--- src/rtl/alu_pkg.sv ---
// alu_pkg: ALU control codes and execute-sequencer FSM states shared by decode and EX.
package alu_pkg;
  localparam logic [2:0] ALU_ADD = 3'b001;
  localparam logic [2:0] ALU_SUB = 3'b010;
  localparam logic [2:0] ALU_AND = 3'b011;
  localparam logic [2:0] ALU_OR  = 3'b100;
  localparam logic [2:0] ALU_MUL = 3'b110;
  typedef enum logic [1:0] {S_IDLE, S_MUL_RUN, S_DONE} state_t;
endpackage

--- src/rtl/alu_mul_sequencer_if.sv ---
// alu_mul_sequencer_if: op request/result bundle between the EX issue logic and the sequencer.
interface alu_mul_sequencer_if #(parameter int XLEN = 32);
  logic            start_i;
  logic [2:0]      ALUCtrl_i;
  logic [XLEN-1:0] data1_i;
  logic [XLEN-1:0] data2_i;
  logic            flush_i;
  logic            ready_o;
  logic            valid_o;
  logic [XLEN-1:0] data_o;
  logic            stall_o;
  modport slave (input start_i, ALUCtrl_i, data1_i, data2_i, flush_i,
                 output ready_o, valid_o, data_o, stall_o);
  modport master (output start_i, ALUCtrl_i, data1_i, data2_i, flush_i,
                  input ready_o, valid_o, data_o, stall_o);
endinterface

--- src/rtl/alu_mul_iter.sv ---
// alu_mul_iter: shift-add multiplier datapath; one partial product per step, XLEN steps.
module alu_mul_iter #(
  parameter int XLEN  = 32,
  parameter int CNT_W = 6
) (
  input  logic            clk_i,
  input  logic            rst_i,
  input  logic            load_i,
  input  logic            step_i,
  input  logic [XLEN-1:0] a_i,
  input  logic [XLEN-1:0] b_i,
  output logic            done_o,
  output logic [XLEN-1:0] prod_o
);
  logic [XLEN-1:0]  a_q, b_q, acc_q;
  logic [CNT_W-1:0] cnt_q;
  // prod_o is the accumulator after the current step, so the final step's sum is visible at once
  assign prod_o = acc_q + (b_q[0] ? a_q : '0);
  assign done_o = step_i && cnt_q == CNT_W'(XLEN - 1);
  always_ff @(posedge clk_i or posedge rst_i) begin
    if (rst_i) begin
      a_q   <= '0;
      b_q   <= '0;
      acc_q <= '0;
      cnt_q <= '0;
    end else if (load_i) begin
      a_q   <= a_i;
      b_q   <= b_i;
      acc_q <= '0;
      cnt_q <= '0;
    end else if (step_i) begin
      acc_q <= prod_o;
      a_q   <= a_q << 1;
      b_q   <= b_q >> 1;
      cnt_q <= cnt_q + CNT_W'(1);
    end
  end
endmodule

--- src/rtl/alu_mul_sequencer.sv ---
// alu_mul_sequencer: EX-stage controller; single-cycle ALU ops, iterative MUL with pipeline stall.
module alu_mul_sequencer import alu_pkg::*; #(
  parameter int XLEN  = 32,
  parameter int CNT_W = 6
) (
  input  logic                clk_i,
  input  logic                rst_i,
  alu_mul_sequencer_if.slave  bus
);
  state_t          state_q, state_d;
  logic [XLEN-1:0] data_q, data_d, alu_res, prod;
  logic [2:0]      op;
  logic            accept, load, step, done;
  // unlisted codes fall back to ADD
  assign op = (bus.ALUCtrl_i inside {ALU_SUB, ALU_AND, ALU_OR, ALU_MUL}) ? bus.ALUCtrl_i : ALU_ADD;
  assign alu_res = op == ALU_SUB ? bus.data1_i - bus.data2_i :
                   op == ALU_AND ? bus.data1_i & bus.data2_i :
                   op == ALU_OR  ? bus.data1_i | bus.data2_i :
                                   bus.data1_i + bus.data2_i;
  assign bus.ready_o = state_q != S_MUL_RUN;
  assign accept      = bus.start_i && bus.ready_o && !bus.flush_i;
  assign bus.stall_o = state_q == S_MUL_RUN || (accept && op == ALU_MUL);
  assign bus.valid_o = state_q == S_DONE;
  assign bus.data_o  = data_q;
  alu_mul_iter #(.XLEN(XLEN), .CNT_W(CNT_W)) u_iter (
    .clk_i  (clk_i),
    .rst_i  (rst_i),
    .load_i (load),
    .step_i (step),
    .a_i    (bus.data1_i),
    .b_i    (bus.data2_i),
    .done_o (done),
    .prod_o (prod)
  );
  always_comb begin
    state_d = state_q;
    data_d  = data_q;
    load    = 1'b0;
    step    = 1'b0;
    if (bus.flush_i) begin
      state_d = S_IDLE;
    end else if (state_q == S_MUL_RUN) begin
      step    = 1'b1;
      state_d = done ? S_DONE : S_MUL_RUN;
      data_d  = done ? prod : data_q;
    end else if (accept) begin
      load    = op == ALU_MUL;
      state_d = load ? S_MUL_RUN : S_DONE;
      data_d  = load ? data_q : alu_res;
    end else begin
      state_d = S_IDLE;
    end
  end
  always_ff @(posedge clk_i or posedge rst_i) begin
    if (rst_i) begin
      state_q <= S_IDLE;
      data_q  <= '0;
    end else begin
      state_q <= state_d;
      data_q  <= data_d;
    end
  end
endmodule
--- src/flat_wrapper.sv ---
// flat-port wrapper written by rule: the top's interface ports become plain ports
module alu_mul_sequencer_flat import alu_pkg::*;
#(
  parameter int XLEN  = 32,
  parameter int CNT_W = 6
)
  (clk_i, rst_i, bus_start_i, bus_ALUCtrl_i, bus_data1_i, bus_data2_i, bus_flush_i, bus_ready_o, bus_valid_o, bus_data_o, bus_stall_o);
  alu_mul_sequencer_if #(.XLEN(XLEN)) bus_i ();
  input  logic clk_i;
  input  logic rst_i;
  input wire logic [$bits(bus_i.start_i)-1:0] bus_start_i;
  input wire logic [$bits(bus_i.ALUCtrl_i)-1:0] bus_ALUCtrl_i;
  input wire logic [$bits(bus_i.data1_i)-1:0] bus_data1_i;
  input wire logic [$bits(bus_i.data2_i)-1:0] bus_data2_i;
  input wire logic [$bits(bus_i.flush_i)-1:0] bus_flush_i;
  output wire logic [$bits(bus_i.ready_o)-1:0] bus_ready_o;
  output wire logic [$bits(bus_i.valid_o)-1:0] bus_valid_o;
  output wire logic [$bits(bus_i.data_o)-1:0] bus_data_o;
  output wire logic [$bits(bus_i.stall_o)-1:0] bus_stall_o;
  assign bus_i.start_i = bus_start_i;
  assign bus_i.ALUCtrl_i = bus_ALUCtrl_i;
  assign bus_i.data1_i = bus_data1_i;
  assign bus_i.data2_i = bus_data2_i;
  assign bus_i.flush_i = bus_flush_i;
  assign bus_ready_o = bus_i.ready_o;
  assign bus_valid_o = bus_i.valid_o;
  assign bus_data_o = bus_i.data_o;
  assign bus_stall_o = bus_i.stall_o;
  alu_mul_sequencer #(.XLEN(XLEN), .CNT_W(CNT_W)) u_core (.clk_i(clk_i), .rst_i(rst_i), .bus(bus_i));
endmodule
--- config.mk ---
export PLATFORM = sky130hd
export DESIGN_NAME = alu_mul_sequencer_flat
export DESIGN_NICKNAME = d
export VERILOG_FILES = /design/src/rtl/alu_pkg.sv /design/src/rtl/alu_mul_sequencer_if.sv /design/src/rtl/alu_mul_iter.sv /design/src/rtl/alu_mul_sequencer.sv /design/src/flat_wrapper.sv
export SDC_FILE = /design/constraint.sdc
export NUM_CORES = 1
export LEC_CHECK = 0
export CAP_MARGIN = 20
export CORE_AREA = 2 2 202 204
export CTS_CLUSTER_DIAMETER = 40
export CTS_CLUSTER_SIZE = 40
export DETAILED_ROUTE_END_ITERATION = 16
export DIE_AREA = 0 0 204 206
export PLACE_DENSITY_LB_ADDON = 0.25
export SYNTH_ARGS = -nofsm -noshare
export SYNTH_HDL_FRONTEND = slang
export SYNTH_SLANG_ARGS = --single-unit
--- constraint.sdc ---
create_clock -name clk_i -period 4.73 [get_ports clk_i]
set_input_delay 0.946 -clock clk_i [delete_from_list [all_inputs] [get_ports clk_i]]
set_output_delay 0.946 -clock clk_i [all_outputs]
set_load 0.01 [all_outputs]
==> results.toml <==
[pwr]
power_density_nw_per_um2 = 308
total_power_mw = 4.55
power.ir.vdd_worst_uv = 293
leakagePower_nw = 6.84

[synthesis]
synth_common_cells = "263 x nand2_1, 136 x dfrtp_1, 136 x ha_1, 121 x a21oi_1, 108 x inv_1"
ys_dominant_reg_cell = "dfrtp_1"
syn_inst = 1557
yosys_warnings = 0
synth-edff-count = 0
ys_async_sr_fraction = 1.00
top_cell_type_s_share_of_synthesized_area = 0.278
synth.lib_cells_used.distinct = 82
synth_seq_area_share = 0.278
syn-num-nets = 1767
netlist_area_before_placement_um2 = 12300
synth_top_cell_by_area = "dfrtp_1"
post_synth_main_area_contributors = "dfrtp_1 28%, ha_1 14%, nand2_1 8.1%"
avgSynthCellArea_um2 = 7.87
yosysMostFrequentCell = "nand2_1"
synth.ff_latch_count = 136

[drt]
drt_first_iter_violations = 948
drt_first_pass_iters = 5
avgViaCountPerCell = 5.29
wl_um = 44300
num_vias = 11685
post_drt_wl_per_cell_um = 20.1
number_of_antenna_violating_nets_in_the_routed_design = 0
route.detailed.drc = 0

[setup_path]
critPathKind = "input pin to flop"
timing.critical_path.depth = 13
timing.rr.end = "u_core.bus.data_o[24]$_DFFE_PP0P_"
regToRegStartpoint = "u_core.u_iter.a_q[0]$_DFFE_PP0P_"
r2r_setup_slack_ns = 0.96
slowest_delay_ns = 0.65
critPathLaunch = "bus_data2_i[12]"
cp-start-kind = "input pin"
critPathRequiredTime_ns = 5.06
worstSetupEndpoint = "u_core.bus.data_o[31]$_DFFE_PP0P_"
critical_path_peak_fanout = 9
critical_path.n_buffers_inverters = 3
worstSetupEndpointType = "flop"
timing.critical_path.slowest_stage_cell = "a2111oi_0"
timing.critical_path.max_delay_family = "compound AO/OA/AOI/OAI gates"
crit_chain = "clkdlybuf4s50_1 -> inv_1 -> ha_1 -> inv_1 -> a2111oi_0 -> nand3_1 -> a21oi_2 -> o211ai_2 -> a2111oi_0 -> nor2_1 -> xnor2_1 -> o31ai_1 -> o211ai_1"
critPathArrivalTime_ns = 4.61
ff2ff_path_depth = 14

[job]
drv.max_cap_violation_count = 0

[cts]
tritoncts_buffers = 17
ctsLongestPathBuffers = 2
cts_repair_resize_count = 0
ctsHoldBuffers = 0
clock_tree_from_tritoncts = "built"
clkSlewWorstSetupHoldPaths_ns = 0.06
cts.sink_count = 136
cts_root_buffer = "clkbuf_16"
cts.repair_timing.setup_buffer_count = 0
worst_skew_pair.late_latency_ns = 0.46
clock_tree.htree_level_count = 4

[finish]
insertedDiodeCount = 0
post-route-cell-area_um2 = 14800
fill_cells = 4280
drive_gt1_frac = 0.0865
nNetsFinal = 1874
finalCoreUtilization = 0.368
syn_to_layout_area_delta_pct = 20.6

[grt]
grt_remaining_overflow = 0
grt_pass1_wl_um = 68200
grt_pass1_vias = 11392
grt_antenna_before_repair = 0
groute.usage.overall = 0.214
maximum_number_of_pins_on_one_net_before_global_route_repair = 79

[sta]
finalCriticalPeriod_ns = 4.28
worst_pin_slew_ns = 0.969
hold_violations = 0
setup_total_negative_slack_ns = 0
layout_worst_path_cycle_share = 0.904
clock-skew-final_ns = 0.00873
setup_viol = 0
fmax_mhz = 234
worst_relative_slew_slack = 0.354
grt_setup_unrepaired = "false"
report.final.slew_viol_count = 0

[placement]
globalplace.congestion = 0.933
port_buffers = 105
dp_hpwl_um = 33400
postPlaceCellArea_um2 = 14200

[die]
die_height_um = 206
die_x_um = 204
die_area_um2 = 42000
initial_utilization = 0.305
core_area_um2 = 40200
core.rowCount = 74
io_pins = 106

[status]
status = "completed"

[worst_hold_path]
worstHoldPathType = "flop to flop"
## per-stage QoR
step,worst slack (ns),hold WS (ns),cells
3_5_place_dp,0.0667,0.463,2177
3_3_place_gp,0.0437,0.459,2177
5_1_grt,0.171,0.498,2209
6_report,0.454,0.475,2209
2_1_floorplan,0.145,0.446,1557
4_1_cts,0.542,0.478,2209
## worst min path at each step
stage,start,end,slack [ns],cells after the start
2_1_floorplan,u_core.u_iter.a_q[31]$_DFFE_PP0P_,u_core.u_iter.a_q[31]$_DFFE_PP0P_,0.45,2
3_3_place_gp,u_core.u_iter.b_q[4]$_DFFE_PP0P_,u_core.u_iter.b_q[4]$_DFFE_PP0P_,0.46,2
3_5_place_dp,u_core.u_iter.b_q[28]$_DFFE_PP0P_,u_core.u_iter.b_q[28]$_DFFE_PP0P_,0.46,2
4_1_cts,u_core.u_iter.b_q[9]$_DFFE_PP0P_,u_core.u_iter.b_q[9]$_DFFE_PP0P_,0.48,2
5_1_grt,u_core.u_iter.b_q[25]$_DFFE_PP0P_,u_core.u_iter.b_q[25]$_DFFE_PP0P_,0.50,2
6_report,u_core.u_iter.b_q[9]$_DFFE_PP0P_,u_core.u_iter.b_q[9]$_DFFE_PP0P_,0.47,2
## cell families (layout without fill, tap and decap cells)
group / count (synthesis) / in the layout / synth area share
simple gates: 495 / 495 / 0.176
compound gates: 491 / 491 / 0.271
buf+inv: 204 / 324 / 0.0651
fa+ha+maj: 139 / 139 / 0.144
flops: 136 / 136 / 0.278
xor+xnor: 81 / 81 / 0.0579
mux: 11 / 11 / 0.00909
## worst min-delay path, stage by stage, from the launching register on
cell and delay [ns]:
dfrtp_1 0.34, nand2_1 0.05, nand2_1 0.05
## final cells by class
cell class / count / area (µm²) / area share
multi-input combinational: 1217 / 8070 / 0.547
sequential: 136 / 3400 / 0.230
timing repair buffer: 181 / 1650 / 0.111
tap: 532 / 666 / 0.0451
clock buffer: 21 / 460 / 0.0312
inverter: 111 / 422 / 0.0285
clock inverter: 11 / 100 / 0.00678
## cells in the final DEF (no fill, tap or decap), types with 8 or more instances in the layout
master           synthesis  routed
nand2_1                263     263
ha_1                   136     136
dfrtp_1                136     136
a21oi_1                121     121
inv_1                  108     107
clkdlybuf4s50_1          0     105
nor2_1                 101     100
o21ai_0                 85      85
buf_4                    3      74
a22oi_1                 61      61
xnor2_1                 57      57
and2_1                  32      32
o211ai_1                31      31
nand3_1                 29      29
o22ai_1                 27      27
a211oi_1                26      26
xor2_1                  24      24
a21o_1                  20      20
o21bai_1                19      19
clkbuf_16                0      17
nor3_1                  16      15
a31oi_1                 13      13
nand4_1                 11      11
mux2i_1                 10      10
nor2b_1                 10       9
o31ai_1                  8       8
a221oi_1                 8       8
## flip-flops by register name, summed over array words and instances (netlist names)
| signal | cells |
|---|---|
| u_core.u_iter.cnt_q | 6 |
| u_core.u_iter.acc_q | 32 |
| u_core.bus.data_o | 32 |
| u_core.u_iter.a_q | 32 |
| u_core.state_q | 2 |
| u_core.u_iter.b_q | 32 |
## power breakdown
group | internal [mW] | total, mW | switching [mW]
Sequential | 1.41 | 1.60 | 0.189
Clock | 0.748 | 1.32 | 0.575
Combinational | 0.691 | 1.62 | 0.931
Total | 2.85 | 4.55 | 1.69
## routing by layer
metal | vias up | wire, µm | GRT usage
met2 | 327 | 19800 | 0.338
met3 | 49 | 2340 | 0.0300
li1 | 5677 | - | -
met4 | 0 | 1040 | 0.0719
met1 | 5632 | 21200 | 0.299
met5 | - | 0 | 0
No activity file was read; power rests on OpenSTA's default activity.
